File: src/rtl/dcache_axi_arb.sv
// dcache_axi_arb: two-port arbiter in front of the data-cache AXI bridge.
// Port 0 = refill/writeback, port 1 = uncached/IO.
//
// Ports:
//   clk_i, rst_i (async, active-high)
//   inportN_*  : requester N request/write-data in, accept and routed
//                b/r responses out (N = 0,1)
//   outport_*  : single request port toward the bridge plus the bridge's
//                b/r response channels
// Write grants are held for the whole burst. Responses are steered back
// by in-order source FIFOs (one for reads, one for writes).
//
// Build option: DCACHE_ARB_FIXED_PRIO_EN makes port 0 win whenever it is
// eligible; otherwise arbitration is round-robin.
module dcache_axi_arb #(
  parameter int FIFO_DEPTH = 4
) (
  input  logic        clk_i,
  input  logic        rst_i,

  input  logic        inport0_valid_i,
  input  logic        inport0_write_i,
  input  logic [31:0] inport0_addr_i,
  input  logic [3:0]  inport0_id_i,
  input  logic [7:0]  inport0_len_i,
  input  logic [1:0]  inport0_burst_i,
  input  logic [31:0] inport0_wdata_i,
  input  logic [3:0]  inport0_wstrb_i,
  input  logic        inport0_bready_i,
  input  logic        inport0_rready_i,
  output logic        inport0_accept_o,
  output logic        inport0_bvalid_o,
  output logic [1:0]  inport0_bresp_o,
  output logic [3:0]  inport0_bid_o,
  output logic        inport0_rvalid_o,
  output logic [31:0] inport0_rdata_o,
  output logic [1:0]  inport0_rresp_o,
  output logic [3:0]  inport0_rid_o,
  output logic        inport0_rlast_o,

  input  logic        inport1_valid_i,
  input  logic        inport1_write_i,
  input  logic [31:0] inport1_addr_i,
  input  logic [3:0]  inport1_id_i,
  input  logic [7:0]  inport1_len_i,
  input  logic [1:0]  inport1_burst_i,
  input  logic [31:0] inport1_wdata_i,
  input  logic [3:0]  inport1_wstrb_i,
  input  logic        inport1_bready_i,
  input  logic        inport1_rready_i,
  output logic        inport1_accept_o,
  output logic        inport1_bvalid_o,
  output logic [1:0]  inport1_bresp_o,
  output logic [3:0]  inport1_bid_o,
  output logic        inport1_rvalid_o,
  output logic [31:0] inport1_rdata_o,
  output logic [1:0]  inport1_rresp_o,
  output logic [3:0]  inport1_rid_o,
  output logic        inport1_rlast_o,

  output logic        outport_valid_o,
  output logic        outport_write_o,
  output logic [31:0] outport_addr_o,
  output logic [3:0]  outport_id_o,
  output logic [7:0]  outport_len_o,
  output logic [1:0]  outport_burst_o,
  output logic [31:0] outport_wdata_o,
  output logic [3:0]  outport_wstrb_o,
  input  logic        outport_accept_i,
  input  logic        outport_bvalid_i,
  input  logic [1:0]  outport_bresp_i,
  input  logic [3:0]  outport_bid_i,
  output logic        outport_bready_o,
  input  logic        outport_rvalid_i,
  input  logic [31:0] outport_rdata_i,
  input  logic [1:0]  outport_rresp_i,
  input  logic [3:0]  outport_rid_i,
  input  logic        outport_rlast_i,
  output logic        outport_rready_o
);

  localparam int AW = $clog2(FIFO_DEPTH);
  localparam logic [AW:0] PTR_ONE = 1;

  typedef enum logic {IDLE, ACTIVE} state_t;

  state_t      state_q;
  logic        grant_q;
  logic        rr_last_q;
  logic        first_q;
  logic [8:0]  beat_cnt_q;

  // Source FIFOs: one bit per entry = issuing port.
  logic [FIFO_DEPTH-1:0] rf_mem_q, wf_mem_q;
  logic [AW:0] rf_wr_q, rf_rd_q, wf_wr_q, wf_rd_q;
  logic rf_full, rf_empty, rf_head, rf_push, rf_pop;
  logic wf_full, wf_empty, wf_head, wf_push, wf_pop;

  assign rf_empty = (rf_wr_q == rf_rd_q);
  assign wf_empty = (wf_wr_q == wf_rd_q);
  assign rf_full  = (rf_wr_q[AW] != rf_rd_q[AW]) &&
                    (rf_wr_q[AW-1:0] == rf_rd_q[AW-1:0]);
  assign wf_full  = (wf_wr_q[AW] != wf_rd_q[AW]) &&
                    (wf_wr_q[AW-1:0] == wf_rd_q[AW-1:0]);
  assign rf_head  = rf_mem_q[rf_rd_q[AW-1:0]];
  assign wf_head  = wf_mem_q[wf_rd_q[AW-1:0]];

  // Arbitration
  logic elig0, elig1, any_elig, win, win_write;
  logic [7:0] win_len;

  assign elig0 = inport0_valid_i &
                 ~(inport0_write_i ? wf_full : rf_full);
  assign elig1 = inport1_valid_i &
                 ~(inport1_write_i ? wf_full : rf_full);
  assign any_elig = elig0 | elig1;

`ifdef DCACHE_ARB_FIXED_PRIO_EN
  assign win = ~elig0;
`else
  // Port other than the last winner gets first refusal.
  logic pref, pref_elig;
  assign pref      = ~rr_last_q;
  assign pref_elig = pref ? elig1 : elig0;
  assign win       = pref_elig ? pref : ~pref;
`endif

  assign win_write = win ? inport1_write_i : inport0_write_i;
  assign win_len   = win ? inport1_len_i : inport0_len_i;

  // Request mux (zero outside ACTIVE)
  logic active, fire;
  assign active = (state_q == ACTIVE);

  assign outport_valid_o = active &
    (grant_q ? inport1_valid_i : inport0_valid_i);
  assign outport_write_o = active &
    (grant_q ? inport1_write_i : inport0_write_i);
  assign outport_addr_o  = active ?
    (grant_q ? inport1_addr_i : inport0_addr_i) : '0;
  assign outport_id_o    = active ?
    (grant_q ? inport1_id_i : inport0_id_i) : '0;
  assign outport_len_o   = active ?
    (grant_q ? inport1_len_i : inport0_len_i) : '0;
  assign outport_burst_o = active ?
    (grant_q ? inport1_burst_i : inport0_burst_i) : '0;
  assign outport_wdata_o = active ?
    (grant_q ? inport1_wdata_i : inport0_wdata_i) : '0;
  assign outport_wstrb_o = active ?
    (grant_q ? inport1_wstrb_i : inport0_wstrb_i) : '0;

  assign fire = outport_valid_o & outport_accept_i;
  assign inport0_accept_o = fire & ~grant_q;
  assign inport1_accept_o = fire & grant_q;

  // First accept of a grant records the source for its response.
  assign rf_push = fire & first_q & ~outport_write_o;
  assign wf_push = fire & first_q & outport_write_o;

  // Read response routing
  logic rsel0, rsel1;
  assign rsel0 = ~rf_empty & ~rf_head;
  assign rsel1 = ~rf_empty & rf_head;

  assign outport_rready_o = (rsel0 & inport0_rready_i) |
                            (rsel1 & inport1_rready_i);
  assign rf_pop = outport_rvalid_i & outport_rready_o & outport_rlast_i;

  assign inport0_rvalid_o = rsel0 & outport_rvalid_i;
  assign inport0_rdata_o  = rsel0 ? outport_rdata_i : '0;
  assign inport0_rresp_o  = rsel0 ? outport_rresp_i : '0;
  assign inport0_rid_o    = rsel0 ? outport_rid_i : '0;
  assign inport0_rlast_o  = rsel0 & outport_rlast_i;
  assign inport1_rvalid_o = rsel1 & outport_rvalid_i;
  assign inport1_rdata_o  = rsel1 ? outport_rdata_i : '0;
  assign inport1_rresp_o  = rsel1 ? outport_rresp_i : '0;
  assign inport1_rid_o    = rsel1 ? outport_rid_i : '0;
  assign inport1_rlast_o  = rsel1 & outport_rlast_i;

  // Write response routing
  logic bsel0, bsel1;
  assign bsel0 = ~wf_empty & ~wf_head;
  assign bsel1 = ~wf_empty & wf_head;

  assign outport_bready_o = (bsel0 & inport0_bready_i) |
                            (bsel1 & inport1_bready_i);
  assign wf_pop = outport_bvalid_i & outport_bready_o;

  assign inport0_bvalid_o = bsel0 & outport_bvalid_i;
  assign inport0_bresp_o  = bsel0 ? outport_bresp_i : '0;
  assign inport0_bid_o    = bsel0 ? outport_bid_i : '0;
  assign inport1_bvalid_o = bsel1 & outport_bvalid_i;
  assign inport1_bresp_o  = bsel1 ? outport_bresp_i : '0;
  assign inport1_bid_o    = bsel1 ? outport_bid_i : '0;

  // Grant FSM
  always_ff @(posedge clk_i or posedge rst_i) begin
    if (rst_i) begin
      state_q    <= IDLE;
      grant_q    <= 1'b0;
`ifdef DCACHE_ARB_FIXED_PRIO_EN
      rr_last_q  <= 1'b0;
`else
      rr_last_q  <= 1'b1;
`endif
      first_q    <= 1'b0;
      beat_cnt_q <= '0;
    end else begin
      unique case (state_q)
        IDLE: begin
          if (any_elig) begin
            grant_q    <= win;
            beat_cnt_q <= win_write ?
                          ({1'b0, win_len} + 9'd1) : 9'd1;
            first_q    <= 1'b1;
            state_q    <= ACTIVE;
          end
        end
        ACTIVE: begin
          if (fire) begin
            first_q    <= 1'b0;
            beat_cnt_q <= beat_cnt_q - 9'd1;
            if (beat_cnt_q == 9'd1) begin
`ifndef DCACHE_ARB_FIXED_PRIO_EN
              rr_last_q <= grant_q;
`endif
              state_q   <= IDLE;
            end
          end
        end
        default: state_q <= IDLE;
      endcase
    end
  end

  // Source FIFO pointers/storage
  always_ff @(posedge clk_i or posedge rst_i) begin
    if (rst_i) begin
      rf_mem_q <= '0;
      wf_mem_q <= '0;
      rf_wr_q  <= '0;
      rf_rd_q  <= '0;
      wf_wr_q  <= '0;
      wf_rd_q  <= '0;
    end else begin
      if (rf_push) begin
        rf_mem_q[rf_wr_q[AW-1:0]] <= grant_q;
        rf_wr_q <= rf_wr_q + PTR_ONE;
      end
      if (rf_pop) rf_rd_q <= rf_rd_q + PTR_ONE;
      if (wf_push) begin
        wf_mem_q[wf_wr_q[AW-1:0]] <= grant_q;
        wf_wr_q <= wf_wr_q + PTR_ONE;
      end
      if (wf_pop) wf_rd_q <= wf_rd_q + PTR_ONE;
    end
  end

endmodule

File: config.mk
export PLATFORM = sky130hd
export DESIGN_NAME = dcache_axi_arb
export DESIGN_NICKNAME = d
export VERILOG_FILES = /design/src/rtl/dcache_axi_arb.sv
export SDC_FILE = /design/constraint.sdc
export NUM_CORES = 1
export LEC_CHECK = 0
export CORE_AREA = 2 2 158 160
export DETAILED_ROUTE_END_ITERATION = 6
export DIE_AREA = 0 0 160 162
export SETUP_SLACK_MARGIN = 0.4
export SLEW_MARGIN = 20
export SYNTH_ARGS = -nofsm -noshare
export SYNTH_HDL_FRONTEND = slang
export SYNTH_SLANG_ARGS = --single-unit
File: constraint.sdc
create_clock -name clk_i -period 3.7 [get_ports clk_i]
set_clock_uncertainty 0.05 [all_clocks]
set_input_delay 0.74 -clock clk_i [delete_from_list [all_inputs] [get_ports clk_i]]
set_output_delay 0.74 -clock clk_i [all_outputs]
set_load 0.05 [all_outputs]
# --- After elaboration in Yosys (flattened, before gate mapping) ---
# Cells that the tools add are included.
word_totals:
  out_inout_bits: 182
  input_bits: 222
  elab_cells: 130
  register_bits: 33
op_classes:
  n_eq_ne: 9
  mux: 51
  n_bitwise: 40
  n_reduce_logical: 7
  order_cmp: 6
  addsub: 6
ops:
  columns: ["op", "n"]
  rows:
  - ["two-way mux 32 bit", 6]
  - ["two-way mux 4 bit", 8]
  - ["AND 1 bit", 27]
  - ["two-way mux 9 bit", 3]
  - ["two-way mux 8 bit", 3]
  - ["case mux 9 bit (2 select lines)", 1]
  - ["two-way mux 1 bit", 16]
  - ["adder 3 x 1 -> 3 bit, second input constant", 4]
  - ["less-than comparator 2 x 3 -> 1 bit, second input constant", 4]
  - ["two-way mux 2 bit", 6]
  - ["inverter 1 bit", 10]
  - ["adder 8 x 1 -> 9 bit, second input constant", 1]
  - ["equality test 9 x 1 -> 1 bit, second input constant", 1]
  - ["subtractor 9 x 1 -> 9 bit, second input constant", 1]
  - ["bitwise mux 4 bit", 2]
  - ["equality test 3 bit", 2]
  - ["binary-select mux 1 bit (select 2 bit)", 2]
  - ["demux 1 bit (select 2 bit)", 2]
  - ["equality test 2 bit", 2]
  - [">= comparator 2 x 1 -> 1 bit, second input constant", 2]
  - ["logical AND 1 bit", 4]
  - ["case mux 1 bit (2 select lines)", 2]
  - ["AND reduction 2 bit", 2]
  - ["OR 1 bit", 3]
  - ["other kinds (4)", 5]

# --- Longest topological paths before layout ---
logic_depth:
  word_depth: 12
  depth_mapped: 12
  ltp_nobuf: 12

# --- Worst setup path before layout ---
# No wires, ideal clock.
synth_timing:
  path_type: "input -> output"
  from: "input inport1_valid_i"
  to: "output inport0_accept_o"
  t_arrival_ps: 2189
  required_ps: 2910
  cell_stages: 4
  path_buffers: 0
  path_slack_ps: 721
  cell_sequence: "mux2_2 and2_1 nand2_1 nor2_1"
synth_between:
  elab_chain_cells: 4
synth_lines:
  columns: ["item", "line", "source"]
  rows:
  - ["start: declaration", "41", "input logic inport1_valid_i,"]
  - ["two-way mux 1 bit", "136", "(grant_q ? inport1_valid_i : inport0_valid_i);"]
  - ["AND 1 bit", "135", "assign outport_valid_o = active &"]
  - ["named net outport_valid_o", "61", "output logic outport_valid_o,"]
  - ["AND 1 bit", "152", "assign fire = outport_valid_o & outport_accept_i;"]
  - ["AND 1 bit", "153", "assign inport0_accept_o = fire & ~grant_q;"]
  - ["end: declaration", "31", "output logic inport0_accept_o,"]
# The timed path passes the listed nets, and every way through them passes these cells.

# --- Final worst setup path ---
layout_timing:
  from: "register wf_rd_q[0]"
  to: "output inport0_bid_o[3]"
layout_between:
  elab_chain_cells: 5
  word_cells_on_any_way: 7
  classes_between: "eq/ne: 1; mux: 3; bitwise: 3"
layout_lines:
  columns: ["item", "line", "source"]
  rows:
  - ["start: declaration", "95", "logic [AW:0] rf_wr_q, rf_rd_q, wf_wr_q, wf_rd_q;"]
  - ["start signal: assignment", "255", "if (wf_pop) wf_rd_q <= wf_rd_q + PTR_ONE;"]
  - ["binary-select mux 1 bit (select 2 bit)", "106", "assign wf_head = wf_mem_q[wf_rd_q[AW-1:0]];"]
  - ["two-way mux 1 bit (implied by the code)", "106", null]
  - ["inverter 1 bit", "182", "assign bsel0 = ~wf_empty & ~wf_head;"]
  - ["AND 1 bit *", "182", null]
  - ["two-way mux 4 bit *", "191", "assign inport0_bid_o = bsel0 ? outport_bid_i : '0;"]
  - ["end: declaration", "34", "output logic [3:0] inport0_bid_o,"]
# Every way passes the cells marked *; elsewhere a longest branch is shown, timed or not. The select of a mux whose other input is x is not followed.

==> run summary <==
The number of max-capacitance violations reported is 0. The total area of multi-input combinational cells is 3480 sq um. The run finished with clean final reports.

Each instance of the synthesized netlist takes up on average 8.25 sq um. The hold slack is 0.445 ns. The overall routed net length came out at 21.0 mm. The number of hold-slack violations in the final timing report is 0. The root buffer cell chosen for the clock tree is clkbuf_16. For this run, the number of Yosys warnings is 0. At the pin with the least slew margin, the transition time is around 0.72 ns. The average wire per standard cell came out at roughly 17 microns.

In this run the most critical hold path is launched from rf_wr_q[2]. The remaining design rule violation count is 0. The max-slew violation count is 0. For this run, the top clock speed supported by timing is 314 MHz. The logic gate share of total power came out at 85.1%. The final sum of negative setup slack came out at 0 ns. The post-detailed-route via-to-cell ratio is approximately 4.2.

The fraction of power consumed by sequential logic came out at 8.9%. Along the worst hold path, the cell count comes to 1. The effective utilization at floorplan came out at 18.6%. The detailed router used layers up to and including met4. The depth of the most critical reg-to-reg path came out at 12. The async set-reset flop share out of synthesis came out at 100%.

The count of nets after finishing came out at around 1,200. The first global-routing pass estimated 31.5 mm of wire. The main flop type after synthesis is dfrtp_1.

The detail route stage leaves a number of antenna-violating nets equal to 0. The finished cells cover around 9400 sq um. The via count of the first global-routing pass came out at 5,344. The deepest clock path buffer count is 2. The number of buffers created by CTS came out at 5. The worst voltage drop across the vdd grid is ~0.55 mV. The proportion of synthesized chip area in sequential cells is 18.5%.

The via count came out at 5,257. The aggregate global routing overflow came out at 0. The net load switching power came out at 4.82 mW. STA puts the critical path data required time at 2.91 ns.

The synthesized netlist devotes 8.09% of its cell area to compound gates. Setup repair after global routing left no endpoint under its margin. The global routing usage summed across all routing layers is 15.5%.

The HPWL after detailed placement came out at 17.8 mm. The leakage dissipation is 3.97 nW. The area of the core is 24,100 sq um. The fraction of final layout cells sized beyond drive strength 1 came out at 16.3%. The later pin in the worst-skew pair is clocked with a latency of approximately 0.28 ns.

The post-synthesis sequential element count came out at 33. The number of synthesized flops with an enable pin is 0. The post-synthesis adder-cell area fraction is 3.64%. The startpoint-to-endpoint class of the critical path is reg2out. The number of cells in the finished layout apart from fillers came out at 1,263. The number of buffers inserted by hold repair at cts came out at 0. After synthesis, the netlist uses 56 different library cells. Wire segments on met3 add up to ~1.7 mm in the final route. Dividing total power by cell area gives a power density of between 800 and 900 nW/um^2.

The worst setup path is captured at a primary output. Walking the worst path, the cells encountered are mux4_1 -> nor2_1 -> and2_1 -> clkdlybuf4s15_1. The cell family contributing the most delay on the critical path is multiplexers. The CTS H-tree depth is 2.

The largest individual stage delay along the critical path comes from the cell mux4_1. In this run, placement finished with an instance count of around 1,300. The synthesized net count came out at 777. The floorplan row count came out at 57. The placer's final routability congestion estimate came out at 0.804. The top-level port count is ~400.

For the worst setup path, the data arrival time is 2.40 ns. Internal power comes to 3.43 mW. The wire length the detailed router placed on met1 is 8.39 mm. Detailed routing placed a total of 10.8 mm of wire on met2. The portion of total power attributed to the clock network is 6.0%. TritonCTS built the clock tree.

On the worst path, the slowest cell contributes a delay of 0.67 ns. In the final layout, flip-flops and latches occupy 832 sq um. The clock period minus final worst setup slack came out at 3.19 ns. The post-route clock period utilization came out at 86.1%. The endpoint identified for the worst register-to-register timing path is beat_cnt_q[6]. The detailed-router iteration count before antenna repair came out at 4. The die area came out at 25,900 sq um. The die span in x came out at between 150 and 200 microns. From synthesis to final layout, the design area changed by 111%. The reg2reg setup slack came out at 0.97 ns. The reg-to-reg critical path startpoint is wf_rd_q[1]. The chip height came out at 162 microns. The share of synthesized cell area in and, or, nand and nor gates is 36.4%.

After the first detailed-routing iteration, the DRC count stood at 338. By area, the combinational part of the netlist is dominated by simple AND/OR/NAND/NOR gates. In the synthesized netlist, mux cells make up about a quarter of the area. The post-synthesis cell area came out at 4470 sq um. Entering global routing, the biggest net connects 60 pins.

The number of filler instances in the final layout came out at 2,527. The fraction of power spent switching nets came out at between 50% and 60%. The number of clock sinks came out at 33. The worst setup path is launched from a flop. Synthesis handed over a netlist of about 540 instances.

Buffers placed on the I/O ports in this run total 403. The clock-pin slew of the registers on the worst-case setup and hold paths came out at about 0.050 ns. The combined buffer and inverter count along the critical path is 1. The worst-case headroom to the max-slew limit is about half.

The worst hold path class is reg2reg. The worst-path maximum fanout came out at 7. Summing all placed instances gives a cell area of 9230 sq um. Summing the areas of all xor and xnor instances in the mapped netlist gives 5.04% of the synthesized area. The destination of the worst hold path is rf_wr_q[2]. The initial antenna violation count is 1.

The final count of negative-setup-slack endpoints came out at 0.
-- area by class of cell --
class	count	share of cell area (%)
repair buffers	421	47.5
multi-input cells	462	36.9
flip-flops and latches	33	8.83
well taps	324	4.30
clock buffers	7	1.51
inverters	14	0.558
clock inverters	1	0.319
diodes	1	0.0266
-- per-stage QoR --
stage	utilization, %	setup WS [ns]	total power [mW]
floorplan	-	0.721	5.27
global placement	38.3	0.438	7.79
detailed placement	38.3	0.379	7.80
CTS	39.1	0.411	8.32
global route	39.1	0.404	8.67
finish	39.1	0.513	8.25
-- power groups by stage --
stage                     Clock (mW)  Combinational [mW]  Sequential (mW)
after global placement             0                7.02            0.771
after floorplan                    0                4.63            0.637
after global routing           0.525                7.38            0.766
final                          0.491                7.02            0.734
after CTS                      0.501                7.08            0.739
after detailed placement           0                7.02            0.776
-- state kept, by name (all words and copies together), names as in the netlist, 3 cells and up --
register	flops
rf_mem_q	4
rf_rd_q	3
wf_mem_q	4
rf_wr_q	3
beat_cnt_q	9
wf_wr_q	3
wf_rd_q	3
-- timing repair --
| action | CTS | global route |
|---|---|---|
| gates resized for setup | 19 | 10 |
| buffers inserted | 1 | 0 |
| endpoints found under the setup margin | 35 | 7 |
-- cell usage in the layout, fill, tap and decap left out, types with 4 or more instances in the layout --
cell type,instances
dlygate4sd2_1,9
ha_1,13
nor2b_1,85
inv_1,14
and3_1,4
clkbuf_16,5
a21oi_1,7
xor2_1,6
nor3_1,11
clkdlybuf4s50_1,301
buf_4,60
mux2_2,14
o21ai_0,9
dfrtp_1,30
xnor2_1,15
buf_12,44
and2_1,97
a211oi_1,4
nand3_1,13
nor2_1,17
mux2i_1,87
nand2_1,29
nand2b_1,4
clkdlybuf4s15_1,4
-- synthesized netlist by cell type, types with 2 or more instances --
| cell type | number | area [sq um] |
|---|---|---|
| mux2_2 | 14 | 158 |
| xor2_2 | 2 | 32.5 |
| a21oi_1 | 7 | 35.0 |
| clkbuf_1 | 23 | 86.3 |
| nand2_1 | 29 | 109 |
| o311a_2 | 2 | 22.5 |
| nand3_1 | 13 | 65.1 |
| mux2i_1 | 87 | 871 |
| nor2b_1 | 86 | 538 |
| o21a_1 | 3 | 22.5 |
| a211oi_1 | 4 | 30.0 |
| xnor2_1 | 16 | 140 |
| nand2b_1 | 4 | 25.0 |
| a31oi_1 | 2 | 12.5 |
| nor2_1 | 18 | 67.6 |
| and3_1 | 4 | 25.0 |
| buf_1 | 4 | 15.0 |
| o21ai_0 | 9 | 45.0 |
| nor3_1 | 11 | 55.1 |
| and2_1 | 97 | 607 |
| o211ai_1 | 2 | 15.0 |
| dfrtp_1 | 32 | 801 |
| nand4_1 | 3 | 18.8 |
| nor4_1 | 2 | 12.5 |
| xor2_1 | 6 | 52.6 |
| buf_2 | 5 | 25.0 |
| nor3b_1 | 2 | 15.0 |
| ha_1 | 13 | 163 |
| o31a_1 | 2 | 17.5 |
| inv_1 | 14 | 52.6 |
-- how the worst max path moves through the flow --
stage | from | endpoint | slack, ns | cells after the start
global placement | wf_rd_q[2] | inport0_bvalid_o | 0.44 | 5
detailed placement | wf_rd_q[2] | inport0_bid_o[1] | 0.38 | 5
CTS | wf_rd_q[0] | inport0_bid_o[1] | 0.41 | 4
floorplan | inport1_valid_i | inport0_accept_o | 0.72 | 4
global route | wf_rd_q[0] | inport0_bvalid_o | 0.40 | 4
finish | wf_rd_q[0] | inport0_bid_o[3] | 0.51 | 4
-- metal layers --
layer  track usage [%]  vias to the layer above
met5                 0                        -
met4              1.80                        0
met3              4.42                       10
met2              28.4                      238
met1              18.5                     2375
li1                  -                     2634
-- cells by family (layout without fill, tap and decap cells) --
logic type	after synthesis	count (layout)
compound gates	46	46
xor+xnor	24	24
simple gates	276	276
flops	33	33
fa+ha+maj	13	13
mux	103	103
other cells	0	1
buf+inv	47	443
No activity file was read; power rests on OpenSTA's default activity.
